<file path="src/rtl/ram_arb_pkg.sv">
// Shared types for the RAM port arbiter: FSM states, requester ids, counter sizing.
package ram_arb_pkg;

  typedef enum logic [1:0] {
    IDLE    = 2'd0,
    WR      = 2'd1,
    RD_WAIT = 2'd2,
    RD_CAP  = 2'd3
  } state_e;

  // Encoding doubles as the bit index into the req/gnt vectors.
  typedef enum logic {
    REQ_WR = 1'b0,
    REQ_RD = 1'b1
  } requester_e;

  // Read latency is limited to 1..7, so the wait counter never needs more than 3 bits.
  localparam int CNT_W = 3;

endpackage

</file>
<file path="src/rtl/rr_arb2.sv">
// Two-way round-robin arbiter: a lone request wins, a tie goes to whoever was not served last.
module rr_arb2
  import ram_arb_pkg::*;
(
  input  logic       [1:0] req,
  input  requester_e       last_served,
  input  logic             enable,
  output logic       [1:0] gnt
);

  always_comb begin
    gnt = 2'b00;
    if (enable) begin
      case (req)
        2'b01:   gnt = 2'b01;
        2'b10:   gnt = 2'b10;
        2'b11:   gnt = (last_served == REQ_RD) ? 2'b01 : 2'b10;
        default: gnt = 2'b00;
      endcase
    end
  end

endmodule

</file>
<file path="src/rtl/ram_port_arbiter.sv">
// Shares one single-port RAM between a write requester and a read requester using
// req/gnt handshakes, round-robin arbitration and a fixed-latency read capture.
module ram_port_arbiter
  import ram_arb_pkg::*;
#(
  parameter int ADDR_W     = 16,
  parameter int DATA_W     = 32,
  parameter int RD_LATENCY = 2
) (
  input  logic              clk,
  input  logic              reset,
  input  logic              wr_req,
  input  logic [ADDR_W-1:0] wr_addr,
  input  logic [DATA_W-1:0] wr_data,
  output logic              wr_gnt,
  output logic              wr_done,
  input  logic              rd_req,
  input  logic [ADDR_W-1:0] rd_addr,
  output logic              rd_gnt,
  output logic              rd_valid,
  output logic [DATA_W-1:0] rd_data,
  output logic [ADDR_W-1:0] ram_address,
  output logic [DATA_W-1:0] ram_data,
  output logic              ram_wren,
  input  logic [DATA_W-1:0] ram_q,
  output logic              busy,
  output logic [1:0]        dbg_state_o
);

  // Handshake: req is a level held by the requester; gnt is a single-cycle combinational
  // pulse in an IDLE cycle, and address/data are taken at the end of that gnt cycle.

  state_e              state_q, state_d;
  requester_e          last_q, last_d;
  logic [CNT_W-1:0]    cnt_q, cnt_d;
  logic [ADDR_W-1:0]   addr_q, addr_d;
  logic [DATA_W-1:0]   data_q, data_d;
  logic [DATA_W-1:0]   rd_data_q;
  logic                rd_valid_q;
  logic [1:0]          gnt;

  // Reset gates the enable so no grant leaks out while the block is held in reset.
  rr_arb2 u_rr_arb2 (
    .req         ({rd_req, wr_req}),
    .last_served (last_q),
    .enable      ((state_q == IDLE) && reset),
    .gnt         (gnt)
  );

  always_comb begin
    state_d = state_q;
    last_d  = last_q;
    cnt_d   = cnt_q;
    addr_d  = addr_q;
    data_d  = data_q;
    case (state_q)
      IDLE: begin
        if (gnt[REQ_WR]) begin
          state_d = WR;
          addr_d  = wr_addr;
          data_d  = wr_data;
          last_d  = REQ_WR;
        end else if (gnt[REQ_RD]) begin
          state_d = RD_WAIT;
          addr_d  = rd_addr;
          cnt_d   = CNT_W'(RD_LATENCY - 1);
          last_d  = REQ_RD;
        end
      end
      WR: state_d = IDLE;
      RD_WAIT: begin
        if (cnt_q == '0) state_d = RD_CAP;
        else             cnt_d   = cnt_q - 1'b1;
      end
      RD_CAP:  state_d = IDLE;
      default: state_d = IDLE;
    endcase
  end

  always_ff @(posedge clk or negedge reset) begin
    if (!reset) begin
      state_q    <= IDLE;
      last_q     <= REQ_RD;
      cnt_q      <= '0;
      addr_q     <= '0;
      data_q     <= '0;
      rd_data_q  <= '0;
      rd_valid_q <= 1'b0;
    end else begin
      state_q    <= state_d;
      last_q     <= last_d;
      cnt_q      <= cnt_d;
      addr_q     <= addr_d;
      data_q     <= data_d;
      rd_valid_q <= (state_q == RD_CAP);
      if (state_q == RD_CAP) rd_data_q <= ram_q;
    end
  end

  // Write strobe is decoded from the state register so reset removes it at once.
  assign ram_wren    = (state_q == WR);
  assign wr_done     = (state_q == WR);
  assign wr_gnt      = gnt[REQ_WR];
  assign rd_gnt      = gnt[REQ_RD];
  assign rd_valid    = rd_valid_q;
  assign rd_data     = rd_data_q;
  assign ram_address = addr_q;
  assign ram_data    = data_q;
  assign busy        = (state_q != IDLE);
  assign dbg_state_o = state_q;

endmodule

</file>
<file path="config.mk">
export PLATFORM = sky130hd
export DESIGN_NAME = ram_port_arbiter
export DESIGN_NICKNAME = d
export VERILOG_FILES = /design/src/rtl/ram_arb_pkg.sv /design/src/rtl/rr_arb2.sv /design/src/rtl/ram_port_arbiter.sv
export SDC_FILE = /design/constraint.sdc
export NUM_CORES = 1
export LEC_CHECK = 0
export CELL_PAD_IN_SITES_DETAIL_PLACEMENT = 1
export CELL_PAD_IN_SITES_GLOBAL_PLACEMENT = 2
export CORE_MARGIN = 2
export CORE_UTILIZATION = 23
export CTS_CLUSTER_SIZE = 20
export DETAILED_ROUTE_END_ITERATION = 6
export PLACE_DENSITY_LB_ADDON = 0.1
export SYNTH_ARGS = -nofsm -noshare
export SYNTH_HDL_FRONTEND = slang
export SYNTH_HIERARCHICAL = 1
export SYNTH_SLANG_ARGS = --single-unit
export TNS_END_PERCENT = 20
</file>
<file path="constraint.sdc">
create_clock -name clk -period 1.9 [get_ports clk]
set_input_delay 0.285 -clock clk [delete_from_list [all_inputs] [get_ports clk]]
set_output_delay 0.285 -clock clk [all_outputs]
set_load 0.05 [all_outputs]
</file>
==> reports/results.ini, run 1 <==
[clock_tree]
cts_tree=done
clk_pin_slew_worst_paths_ps=60
clk_path_buf_depth=2
cts.htree.levels=3
clkLatencyLatePin_ps=350
cts_buffers=9
clock-sinks=87
root_buffer=clkbuf_16
cts_hold_buf=0

[logic_synthesis]
yosysSeqAreaShare_pct=58.6
synthSimpleGateAreaFrac_pct=2.09
synth.distinct_cells=25
synth_area_um2=3720
synth_cells=234
synth_warnings=6
syn-num-nets=336
synth_top_family_by_area=multiplexers
synth_adder_area_share_pct=0.673
avgSynthCellArea_um2=15.9
synth_xor_area_share_pct=0
synth-compound-area-share_pct=2.09
ys_ff_latch=87
synth.area.mux_share_pct=32.0

[sta]
relSlewSlack_pct=57.5
finalHoldWorstSlack_ps=16.3
rsz0062_at_grt=true
finalHoldViolations=0
finalMaxSlewViolations=0
worst_pin_slew_ps=638
setup_ws_ps=26.1
fin_skew_ps=9.37
finalCriticalPeriod_ps=1870
finalCritPeriodShare_pct=98.6
fmaxAchievable_ghz=0.534
setup_viol=0

[drt]
wl_per_cell_um=16.6
drc_errors=0
routed_wl_um=10800
ant_nets=0
vias_per_cell=4.10
first_pass_iters=3
vias=2677
dr.first_iter.drc_count=38

[cells_and_area]
final_cell_mix=clkdlybuf4s50_1, dfrtp_1, mux2_4, mux2_2, buf_4
mostFrequentLayoutCell=clkdlybuf4s50_1
n_antenna_cell=0
final_core_util_pct=39.9
area_growth_pct=69.9
finalNetCount=535
final_area_um2=6320
fillCellCount=1633
layout-drive-gt1-share_pct=33.2

[die]
die_w_um=131
die_h_um=131
row_count=46
dieArea_um2=17200
start_util_pct=23.5
num_io_pins=188
core_um2=15800

[global_route]
grt_antenna_before_repair=1
grt_pass1_vias=2942
grt_max_degree=50
grt_first_pass_wirelength_um=17300
track_usage_pct=13.2
overflow=0

[power]
vdd_drop_max_mv=0.639
finalPower_uw=12800
p_leak_uw=0.00267
pwr_density_cell_nw_per_um2=2030

[placement]
dp_hpwl_um=7980
place_area_um2=6010
pre_cts_ws_ps=-155
gp_congestion=0.672
portBuffers=187

[min_path]
hp-class=in -> async

[critical_path]
endpoint_kind=output pin
startpoint_type=register
worstSetupPathType=reg -> out
crit_required_ps=1620
crit_fanout=7
worstPathArrival_ps=1590

[flow_run]
cap_violations=0

[status]
status=completed

==> logic make-up after synthesis <==
group,count (synthesis)
buffers and inverters,22
adder cells (fa/ha/maj),2
AO/OA/AOI/OAI,12
flip-flops,87
AND/OR/NAND/NOR,15
multiplexers,96
==> final timing paths <==
kind	cells past startpoint	to	slack, ps	from
min	2	ram_address[10]	20	reset
max in group asynchronous	3	ram_data[14]	860	reset
max reg2reg	7	ram_address[1]	80	dbg_state_o[0]
min reg2reg	1	rd_data[9]	500	rd_data[9]
max	6	wr_gnt	30	dbg_state_o[0]
min in group clk	1	rd_data[9]	500	rd_data[9]
==> cell type report <==
cell class	count	area, um^2	area share (%)
clock inverter	3	43.8	0.693
clock buffer	12	246	3.90
inverter	8	30.0	0.475
sequential	87	2180	34.5
tap	216	270	4.28
multi-input combinational	125	1470	23.3
timing repair buffer	202	2070	32.8
==> synth_stat cells <==
cell	instances	share of area [%]
dfstp_2	1	0.71
and2_1	1	0.17
buf_8	3	1.2
and2_4	1	0.24
o211ai_1	1	0.20
buf_6	5	1.5
mux2_2	66	20
a21oi_1	5	0.67
buf_4	3	0.61
nor2b_1	1	0.17
dfrtp_1	86	58
ha_1	2	0.67
buf_2	3	0.40
o31ai_1	2	0.40
mux2_4	29	12
inv_1	8	0.81
nand2_1	7	0.71
nor2_1	2	0.20
nor2_4	1	0.30
nand2b_1	1	0.17
nor3_1	1	0.13
a22o_1	2	0.47
o21a_1	1	0.20
mux2_1	1	0.30
o21ai_0	1	0.13
==> report_power, final <==
group	leakage, uW	internal (uW)	switching, uW	total (uW)
sequential	0.00103	2810	507	3320
combinational	0.00150	3140	4600	7740
clock	0.000143	1050	734	1780
total	0.00267	7000	5840	12800
==> metal layers <==
metal	GRT usage [%]	part of all wire, %
met5	0	0.12
met4	5.13	2.0
met3	5.36	7.7
met2	21.3	49
met1	15.7	41
==> critical path, stage by stage (launching register included) <==
cell     delay [ps]
dfrtp_2         420
nor2_4          110
and2_4          160
nand2_4          50
a21oi_4         200
buf_6           180
buf_12          140
==> metrics by stage <==
| stage | std cells | TNS, ps |
|---|---|---|
| floorplan | 234 | -22760 |
| detailed placement | 638 | -4310 |
| CTS | 653 | -31.6 |
| finish | 653 | 0 |
| global placement | 638 | -2290 |
| global route | 653 | -56.2 |
==> state kept, by name, indices dropped and copies added, names as in the netlist <==
register / cells
last_q: 1
dbg_state_o: 2
ram_data: 32
rd_data: 32
cnt_q: 3
ram_address: 16
rd_valid: 1
==> what timing repair did <==
item                                   4_1_cts  5_1_grt
endpoints found under the hold margin        0        0
setup endpoints to repair                    2        7
setup buffers                                0        0
resized for setup                            3        2
pin swaps                                    0        1
No activity file was read; power rests on OpenSTA's default activity.
==> run 2: changes to the inputs <==
--- a/config.mk
+++ b/config.mk
@@ -5,6 +5,7 @@
 export SDC_FILE = /design/constraint.sdc
 export NUM_CORES = 1
 export LEC_CHECK = 0
+export ABC_CLOCK_PERIOD_IN_PS = 1900
 export CELL_PAD_IN_SITES_DETAIL_PLACEMENT = 1
 export CELL_PAD_IN_SITES_GLOBAL_PLACEMENT = 2
 export CORE_MARGIN = 2
==> results of run 2 <==
Same layout as run 1: the final DEF is identical, and so are final timing and power.
==> run 3: changes to the inputs <==
--- a/config.mk
+++ b/config.mk
@@ -5,7 +5,7 @@
 export SDC_FILE = /design/constraint.sdc
 export NUM_CORES = 1
 export LEC_CHECK = 0
-export ABC_CLOCK_PERIOD_IN_PS = 1900
+export ABC_CLOCK_PERIOD_IN_PS = 1550
 export CELL_PAD_IN_SITES_DETAIL_PLACEMENT = 1
 export CELL_PAD_IN_SITES_GLOBAL_PLACEMENT = 2
 export CORE_MARGIN = 2
==> constraint.sdc (replaced) <==
create_clock -name clk -period 1.55 [get_ports clk]
set_input_delay 0.2325 -clock clk [delete_from_list [all_inputs] [get_ports clk]]
set_output_delay 0.2325 -clock clk [all_outputs]
set_load 0.05 [all_outputs]
==> reports/results.ini, run 3 (synthesis results as in run 1) <==
[placement]
placed_cells=639
place_area_um2=5850
gp_congestion=0.679
portBuffers=187
dp_hpwl_um=7850

[power]
pwr-share-comb_pct=59.7
pwr_density_cell_nw_per_um2=2490
p_leak_uw=0.00280
p_int_uw=8400
switching_power_uw=7210
switching_share_pct=46.2
seqPwrFrac_pct=26.1
clkPwrFrac_pct=14.2
vdd_drop_max_mv=0.898

[status]
status=finished, violations left
violations=hold timing, setup timing

[clock_tree]
clk_path_buf_depth=2
clkLatencyLatePin_ps=340
cts_hold_buf=0
clk_pin_slew_worst_paths_ps=60
cts_buffers=9
root_buffer=clkbuf_16
cts.htree.levels=3
clock-sinks=87
cts_tree=done

[drt]
vias=2671
wl_per_cell_um=16.4
routed_wl_um=10800
ant_nets=0
vias_per_cell=4.06
first_pass_iters=4
drc_errors=0
dr.first_iter.drc_count=53

[sta]
finalHoldViolations=2
setup_ws_ps=-308
relSlewSlack_pct=57.9
finalCriticalPeriod_ps=1860
fin_tns_setup_ps=-14030
worst_pin_slew_ps=631
finalMaxSlewViolations=0
setup_viol=54
fmaxAchievable_ghz=0.538
finalCritPeriodShare_pct=120
rsz0062_at_grt=true
fin_skew_ps=5.40
finalHoldWorstSlack_ps=-2.75

[cells_and_area]
layout-drive-gt1-share_pct=52.5
final_area_um2=6270
multi_input_area_um2=1500
final_cell_mix=clkdlybuf4s50_1, buf_4, dfrtp_1, mux2_4, mux2_2
mostFrequentLayoutCell=clkdlybuf4s50_1
n_antenna_cell=0
area_growth_pct=68.7
finalNetCount=539
fillCellCount=1669
final_cells=658
regArea_um2=2180

[critical_path]
worstPathArrival_ps=2080
crit_start=dbg_state_o[1]
worstSetupPathType=reg -> reg
crit_required_ps=1780
crit_fanout=7
startpoint_type=register
endpoint_kind=register
reg2reg_from=dbg_state_o[1]

[die]
start_util_pct=23.5
row_count=46
die_h_um=131
core_um2=15800
die_w_um=131
dieArea_um2=17200
num_io_pins=188

[min_path]
hp-class=in -> async

[global_route]
overflow=0
grt_max_degree=50
grt_pass1_vias=2908
grt_first_pass_wirelength_um=17300
track_usage_pct=12.9
grt_antenna_before_repair=0

[flow_run]
cap_violations=0

[run 3: cell count changes in the layout (fill, tap and decap cells not counted), sizes merged]
cell           before  now
buf                27  107
clkdlybuf4s50     175   98
clkinvlp            0    1
inv                 8    9
[run 3: metrics by stage]
step / setup WS [ps] / total power (uW) / util (%)
floorplan: -834 / 10400 / -
global placement: -385 / 13300 / 37.0
detailed placement: -412 / 13400 / 37.0
CTS: -347 / 15800 / 39.5
global route: -376 / 16400 / 39.6
finish: -308 / 15600 / 39.6
[run 3: final timing paths]
path / endpoint / slack, ps / cells past startpoint
max in group asynchronous: rd_data[7] / 510 / 3
worst max-delay path: ram_address[1] / -310 / 8
worst min register to register: rd_data[1] / 500 / 1
min in group clk: rd_data[24] / 500 / 2
worst min-delay path: ram_address[10] / -3 / 2
worst max register to register: ram_address[1] / -310 / 8
[run 3: layout make-up]
cell class              count  area share, %
clock buffers              11           3.87
multi-input cells         125           23.9
clock inverters             5          0.898
well taps                 216           4.31
flip-flops and latches     87           34.8
repair buffers            206           31.7
inverters                   8          0.479
[run 3: metal layers]
metal / wire, um / up-vias / track usage [%] / share of wire [%]
met4: 202 / 0 / 4.53 / 1.9
li1: - / 1214 / - / -
met5: 0 / - / 0 / 0
met1: 4650 / 1338 / 15.9 / 43
met2: 5250 / 106 / 21.0 / 49
met3: 713 / 13 / 4.59 / 6.6
[run 3: what timing repair did]
item,CTS,global route
pin swaps,3,2
setup endpoints to repair,56,61
buffers inserted,1,0
resized for setup,16,0
cloned,1,1
[run 3: worst max-delay path, cell delays in order (launching register included)]
cell	delay, ps
dfrtp_2	420
nor2_4	110
and2_4	160
nand2_4	50
a21oi_4	130
buf_12	140
buf_8	130
mux2_2	340
mux2_2	260
[run 3: power by group through the flow]
stage          logic, uW  clock network, uW  registers (uW)
2_1_floorplan       2470                  0            7900
3_3_place_gp        9200                  0            4090
3_5_place_dp        9240                  0            4110
4_1_cts             9410               2330            4090
5_1_grt             9740               2390            4250
6_report            9320               2220            4070
